**src/rtl/alu_pkg.sv**
```systemverilog
// Shared opcode encodings, FSM state type and flag bit positions for alu_seq.
package alu_pkg;

  localparam logic [3:0] OP_ADD  = 4'b0010;
  localparam logic [3:0] OP_SUB  = 4'b1010;
  localparam logic [3:0] OP_CBZ  = 4'b0111;
  localparam logic [3:0] OP_AND  = 4'b0110;
  localparam logic [3:0] OP_OR   = 4'b0100;
  localparam logic [3:0] OP_XOR  = 4'b1001;
  localparam logic [3:0] OP_NOR  = 4'b0101;
  localparam logic [3:0] OP_NAND = 4'b1100;
  localparam logic [3:0] OP_MOV  = 4'b1101;
  localparam logic [3:0] OP_LSL  = 4'b0011;
  localparam logic [3:0] OP_LSR  = 4'b1000;
  localparam logic [3:0] OP_MUL  = 4'b1011;

  typedef enum logic [1:0] {
    IDLE = 2'd0,
    BUSY = 2'd1,
    DONE = 2'd2
  } state_e;

  localparam int unsigned FLAG_Z    = 0;
  localparam int unsigned FLAG_N    = 1;
  localparam int unsigned FLAG_C    = 2;
  localparam int unsigned FLAG_V    = 3;
  localparam int unsigned NUM_FLAGS = 4;

endpackage

```
**src/rtl/alu_mul_iter.sv**
```systemverilog
// Iterative shift-add unsigned multiplier. Always takes exactly WIDTH cycles from start to done;
// bit 0 of B is consumed on the start edge itself.
module alu_mul_iter #(
  parameter int unsigned WIDTH = 32
) (
  input  logic               clock,
  input  logic               reset,
  input  logic               start,
  input  logic [WIDTH-1:0]   A,
  input  logic [WIDTH-1:0]   B,
  output logic               done,
  output logic [2*WIDTH-1:0] prod
);

  localparam int unsigned CW = $clog2(WIDTH) + 1;

  logic [2*WIDTH-1:0] r_acc;
  logic [2*WIDTH-1:0] r_mcand;
  logic [WIDTH-1:0]   r_mplier;
  logic [CW-1:0]      r_cnt;
  logic               r_busy;
  logic               w_last;

  assign w_last = (r_cnt == CW'(WIDTH));

  always_ff @(posedge clock) begin
    if (reset) begin
      r_busy   <= 1'b0;
      r_cnt    <= '0;
      r_acc    <= '0;
      r_mcand  <= '0;
      r_mplier <= '0;
    end else if (start) begin
      r_busy   <= 1'b1;
      r_cnt    <= CW'(1);
      r_acc    <= B[0] ? {{WIDTH{1'b0}}, A} : '0;
      r_mcand  <= {{WIDTH{1'b0}}, A} << 1;
      r_mplier <= B >> 1;
    end else if (r_busy) begin
      // Hold the finished product for one cycle so the top can capture it with done.
      if (w_last) begin
        r_busy <= 1'b0;
      end else begin
        r_acc    <= r_acc + (r_mplier[0] ? r_mcand : '0);
        r_mcand  <= r_mcand << 1;
        r_mplier <= r_mplier >> 1;
        r_cnt    <= r_cnt + CW'(1);
      end
    end
  end

  assign done = r_busy && w_last;
  assign prod = r_acc;

endmodule

```
**src/rtl/alu_seq.sv**
```systemverilog
// Handshaked, registered ALU with NZCV flags, shifts and an optional iterative multiplier.
module alu_seq
  import alu_pkg::*;
#(
  parameter int unsigned WIDTH  = 32,
  parameter bit          MUL_EN = 1'b1,
  localparam int unsigned SHW   = $clog2(WIDTH)
) (
  input  logic             clock,
  input  logic             reset,
  input  logic             inValid,
  output logic             inReady,
  input  logic [WIDTH-1:0] inOne,
  input  logic [WIDTH-1:0] inTwo,
  input  logic [3:0]       opcode,
  output logic             outValid,
  input  logic             outReady,
  output logic [WIDTH-1:0] result,
  output logic             zeroFlag,
  output logic             negFlag,
  output logic             carryBit,
  output logic             ovfFlag
);

  state_e               r_state;
  state_e               w_state_d;
  logic [WIDTH-1:0]     r_result;
  logic [NUM_FLAGS-1:0] r_flags;

  logic                 w_accept;
  logic                 w_is_mul;
  logic                 w_mul_start;
  logic                 w_mul_done;
  logic [2*WIDTH-1:0]   w_prod;
  logic [WIDTH:0]       w_sum;
  logic [WIDTH:0]       w_diff;
  logic [WIDTH-1:0]     w_alu_res;
  logic [NUM_FLAGS-1:0] w_alu_flags;
  logic [WIDTH-1:0]     w_mul_res;
  logic [NUM_FLAGS-1:0] w_mul_flags;

  assign inReady     = (r_state == IDLE) || ((r_state == DONE) && outReady);
  assign w_accept    = inValid && inReady;
  assign w_is_mul    = MUL_EN && (opcode == OP_MUL);
  assign w_mul_start = w_accept && w_is_mul;

  assign w_sum  = {1'b0, inOne} + {1'b0, inTwo};
  assign w_diff = {1'b0, inOne} - {1'b0, inTwo};

  // Single-cycle datapath: computed from the live inputs and captured on the accept edge.
  always_comb begin
    w_alu_res   = '0;
    w_alu_flags = '0;
    case (opcode)
      OP_ADD: begin
        w_alu_res           = w_sum[WIDTH-1:0];
        w_alu_flags[FLAG_C] = w_sum[WIDTH];
        w_alu_flags[FLAG_V] = (inOne[WIDTH-1] == inTwo[WIDTH-1]) &&
                              (w_sum[WIDTH-1] != inOne[WIDTH-1]);
      end
      OP_SUB: begin
        w_alu_res           = w_diff[WIDTH-1:0];
        w_alu_flags[FLAG_C] = w_diff[WIDTH];
        w_alu_flags[FLAG_V] = (inOne[WIDTH-1] != inTwo[WIDTH-1]) &&
                              (w_diff[WIDTH-1] != inOne[WIDTH-1]);
      end
      OP_CBZ:  w_alu_res = {{(WIDTH-1){1'b0}}, (inTwo == '0)};
      OP_AND:  w_alu_res = inOne & inTwo;
      OP_OR:   w_alu_res = inOne | inTwo;
      OP_XOR:  w_alu_res = inOne ^ inTwo;
      OP_NOR:  w_alu_res = ~(inOne | inTwo);
      OP_NAND: w_alu_res = ~(inOne & inTwo);
      OP_MOV:  w_alu_res = inOne;
      OP_LSL:  w_alu_res = inOne << inTwo[SHW-1:0];
      OP_LSR:  w_alu_res = inOne >> inTwo[SHW-1:0];
      default: w_alu_res = '0;
    endcase
    w_alu_flags[FLAG_Z] = (w_alu_res == '0);
    w_alu_flags[FLAG_N] = w_alu_res[WIDTH-1];
  end

  always_comb begin
    w_mul_res           = w_prod[WIDTH-1:0];
    w_mul_flags         = '0;
    w_mul_flags[FLAG_Z] = (w_mul_res == '0);
    w_mul_flags[FLAG_N] = w_mul_res[WIDTH-1];
    w_mul_flags[FLAG_C] = |w_prod[2*WIDTH-1:WIDTH];
  end

  always_comb begin
    w_state_d = r_state;
    case (r_state)
      IDLE: begin
        if (w_accept) w_state_d = w_is_mul ? BUSY : DONE;
      end
      BUSY: begin
        if (w_mul_done) w_state_d = DONE;
      end
      DONE: begin
        if (outReady) begin
          if (w_accept) w_state_d = w_is_mul ? BUSY : DONE;
          else          w_state_d = IDLE;
        end
      end
      default: w_state_d = IDLE;
    endcase
  end

  always_ff @(posedge clock) begin
    if (reset) begin
      r_state  <= IDLE;
      r_result <= '0;
      r_flags  <= '0;
    end else begin
      r_state <= w_state_d;
      if (w_accept && !w_is_mul) begin
        r_result <= w_alu_res;
        r_flags  <= w_alu_flags;
      end else if ((r_state == BUSY) && w_mul_done) begin
        r_result <= w_mul_res;
        r_flags  <= w_mul_flags;
      end
    end
  end

  generate
    if (MUL_EN) begin : g_mul
      alu_mul_iter #(
        .WIDTH(WIDTH)
      ) u_mul (
        .clock(clock),
        .reset(reset),
        .start(w_mul_start),
        .A    (inOne),
        .B    (inTwo),
        .done (w_mul_done),
        .prod (w_prod)
      );
    end else begin : g_no_mul
      assign w_mul_done = 1'b0;
      assign w_prod     = '0;
    end
  endgenerate

  assign outValid = (r_state == DONE);
  assign result   = r_result;
  assign zeroFlag = r_flags[FLAG_Z];
  assign negFlag  = r_flags[FLAG_N];
  assign carryBit = r_flags[FLAG_C];
  assign ovfFlag  = r_flags[FLAG_V];

endmodule

```
**config.mk**
```make
export PLATFORM = sky130hd
export DESIGN_NAME = alu_seq
export DESIGN_NICKNAME = d
export VERILOG_FILES = /design/src/rtl/alu_pkg.sv /design/src/rtl/alu_mul_iter.sv /design/src/rtl/alu_seq.sv
export SDC_FILE = /design/constraint.sdc
export NUM_CORES = 1
export LEC_CHECK = 0
export BUFFER_PORTS_ARGS = -buffer_cell sky130_fd_sc_hd__buf_2
export CAP_MARGIN = 20
export CORE_ASPECT_RATIO = 1.25
export CORE_MARGIN = 2
export CORE_UTILIZATION = 40
export CTS_BUF_LIST = sky130_fd_sc_hd__clkbuf_8
export DETAILED_ROUTE_END_ITERATION = 16
export PLACE_DENSITY_LB_ADDON = 0.2
export SLEW_MARGIN = 30
export SYNTH_ARGS = -nofsm -noshare
export SYNTH_HDL_FRONTEND = slang
export SYNTH_SLANG_ARGS = --single-unit
```
**constraint.sdc**
```tcl
create_clock -name clock -period 8.2 [get_ports clock]
set_input_delay 1.23 -clock clock [delete_from_list [all_inputs] [get_ports clock]]
set_output_delay 1.23 -clock clock [all_outputs]
set_load 0.02 [all_outputs]
```
==> results.toml <==
[run_status]
outcome = "complete, no violations"

[routing]
avgViaCountPerCell = 6.41
ant_nets = 0
drc = 0
routed_wl_um = 102000
firstDrtPassIters = 6
routedWlPerCell_um = 26.5
num_vias = 24800
drtIter0Drc = 2891

[worst_setup_path]
cp_num_buf_inv = 3
arrival_ns = 6.17
ff2ff_path_depth = 15
path_delay_family = "compound AO/OA/AOI/OAI gates"
critPathLaunchType = "primary input"
cp_cell_sequence = "buf_2, clkinv_1, buf_4, ha_1, a211o_1, a21oi_1, a211oi_1, a221o_1, a311o_1, a221o_1, a21oi_1, nand4_1, nor4_1, nand4bb_1, o41ai_2"
r2r-start = "g_mul.u_mul.r_mplier[0]"
endpoint_kind = "register"
required_ns = 8.69
cpPeakStageDelay_ns = 0.51
slowest_stage = "a221o_1"
reg2reg_to = "g_mul.u_mul.prod[62]"
regToRegSetupSlack_ns = 3.36
path_max_fanout = 26
criticalPathCategory = "primary input to register"

[clock_tree]
cts_resized = 0
cts_buffers = 40
clk_latency_ns = 0.62
cts_tree = "yes"
cts_buffer_depth = 3
ctsHoldBuffers = 0
cts_setup_buffers = 0
path_clk_slew_ns = 0.06
htree_levels = 2
cts_root_buf = "clkbuf_8"
clock-sinks = 202

[global_route]
grt_pass1_wl_um = 152000
grt_max_degree = 76
track_usage = 0.346
gr-total-overflow = 0
antenna_found_initial = 2
grt_pass1_vias = 23700

[synthesis]
ys_async_sr_fraction = 0
ys_warn_count = 0
ys.flop_type = "dfxtp_1"
synth_cell_type_count = 92
synth_mux_area_frac = 0.0790
synth.top_cells.by_area = "dfxtp_1 (18%), a21oi_1 (10%), ha_1 (10%), nand2_1 (7.3%), nor2_1 (5.0%)"
yosysTopAreaCell = "dfxtp_1"
synth_fa_ha_area_frac = 0.103
synth_common_cells = "a21oi_1 (443), nand2_1 (427), nor2_1 (293)"
post-synth-top-count-cell = "a21oi_1"
synth_edf_count = 0
synth_nets = 3399
synth-xor-area-share = 0.0294
synth-seq-area-share = 0.184
synth-seq-cells = 202
synth_compound_area_frac = 0.298
syn_avg_cell_area_um2 = 7.00
syn_inst = 3147
synth.top_cell.area_share = 0.184
yosys.area_share.simple = 0.240
syn_area_mm2 = 0.0220
synth_top_family_by_area = "compound AO/OA/AOI/OAI gates"

[power]
power.density_mw_per_mm2 = 131
ir_worst_vdd_v = 0.000102
p_leak_nw = 9.73
power_w = 0.00313

[sta]
hold_violations = 0
worst_pin_slew_ns = 1.05
slew_viol_final = 0
whs_ns = 0.457
rsz0062_at_grt = "no"
clock_skew_ns = 0.0623
period_needed_ns = 5.69
slew_headroom = 0.283
finalCritPeriodShare = 0.694
setup_viol = 0
max_clock_freq_mhz = 176
finalSetupTns_ns = 0

[layout]
areaGrowthSynthToFinish_pct = 8.19
drive_gt1_frac = 0.104
nets = 3346
fillers = 5729

[die]
die_h_um = 266
ioPinCount = 110
floorplan.initialDensity = 0.403
die_area_mm2 = 0.0570
fp.dieW_um = 214
core_area_mm2 = 0.0547
rows = 96

[placement]
io_buffers = 109
gp_congestion = 1.02
hpwl_um = 76800

[hold_path]
min-delay-start = "g_mul.u_mul.r_mcand[63]"
worstHoldPathCells = 2
hp-class = "register to register"
holdPathEnd = "g_mul.u_mul.r_mcand[63]"

[flow_run]
maxCapViolations = 0
[tightest hold or removal path: cells and delay by family, from the launching register on]
family / cells / cell delay [ns]
DFF: 1 / 0.31
AOI/OAI and AO/OA: 1 / 0.05
and+or+nand+nor: 1 / 0.05
[routing by layer]
layer	vias to the layer above	track usage	wire, µm
met5	-	0	12
met4	2	0.188	6270
met3	318	0.0501	6920
met2	1146	0.594	48400
met1	12000	0.417	40700
li1	11300	-	-
[metrics by stage]
step	area [µm²]	std cells	utilization	setup slack [ns]
final	23800	3860	0.436	2.51
after global routing	23800	3860	0.436	2.32
after CTS	23800	3859	0.436	2.68
after detailed placement	23000	3787	0.420	2.04
after global placement	22900	3787	0.420	2.05
after floorplan	22000	3147	-	2.83
[state kept, by name, indices dropped and copies added, names as in the netlist]
signal / cells
g_mul.u_mul.prod: 64
g_mul.u_mul.r_mcand: 63
g_mul.u_mul.r_mplier: 31
result: 31
g_mul.u_mul.r_cnt: 6
r_flags: 4
r_state: 2
g_mul.u_mul.r_busy: 1
[layout by cell type, fill, tap and decap left out, types with 49 or more instances in the layout]
master,synthesis,routed
ha_1,177,177
nor3_1,88,87
a22oi_1,49,49
inv_1,130,143
dfxtp_1,202,202
buf_2,22,107
a21oi_1,443,443
nor2_1,293,289
mux2i_1,49,49
o21ai_0,139,139
and2_1,79,78
nand3_1,65,64
clkbuf_8,0,50
a211oi_1,65,65
nand2_1,427,425
[kinds of logic (layout without fill, tap and decap cells)]
family	Yosys count	count (layout)
simple gates	1150	1150
compound gates	1037	1037
buf+inv	385	362
flops	202	202
fa+ha+maj	180	180
mux	119	119
xor+xnor	74	74
other cells	0	1
[worst max-delay path by stage]
stage | to | cells past startpoint | startpoint
2_1_floorplan | r_flags[3] | 18 | inTwo[2]
3_3_place_gp | r_flags[0] | 15 | inTwo[1]
3_5_place_dp | r_flags[0] | 15 | inTwo[3]
4_1_cts | r_flags[0] | 15 | inTwo[1]
5_1_grt | r_flags[0] | 15 | inTwo[3]
6_report | r_flags[0] | 15 | inTwo[1]
[report_power, final]
group          internal (W)  total, W  switching, W
clock              0.000645   0.00114      0.000495
combinational      0.000299  0.000962      0.000663
sequential          0.00100   0.00102     0.0000195
total               0.00195   0.00313       0.00118
[final cells by class]
class | count | area (µm²) | share of cell area
clock inverters | 22 | 179 | 0.00750
well taps | 735 | 920 | 0.0386
clock buffers | 50 | 688 | 0.0289
inverters | 135 | 507 | 0.0213
multi-input cells | 2560 | 16600 | 0.695
repair buffers | 155 | 925 | 0.0388
diodes | 1 | 2.50 | 0.000105
flip-flops and latches | 202 | 4040 | 0.170
Note: power is estimated with default switching activity, not from simulation.
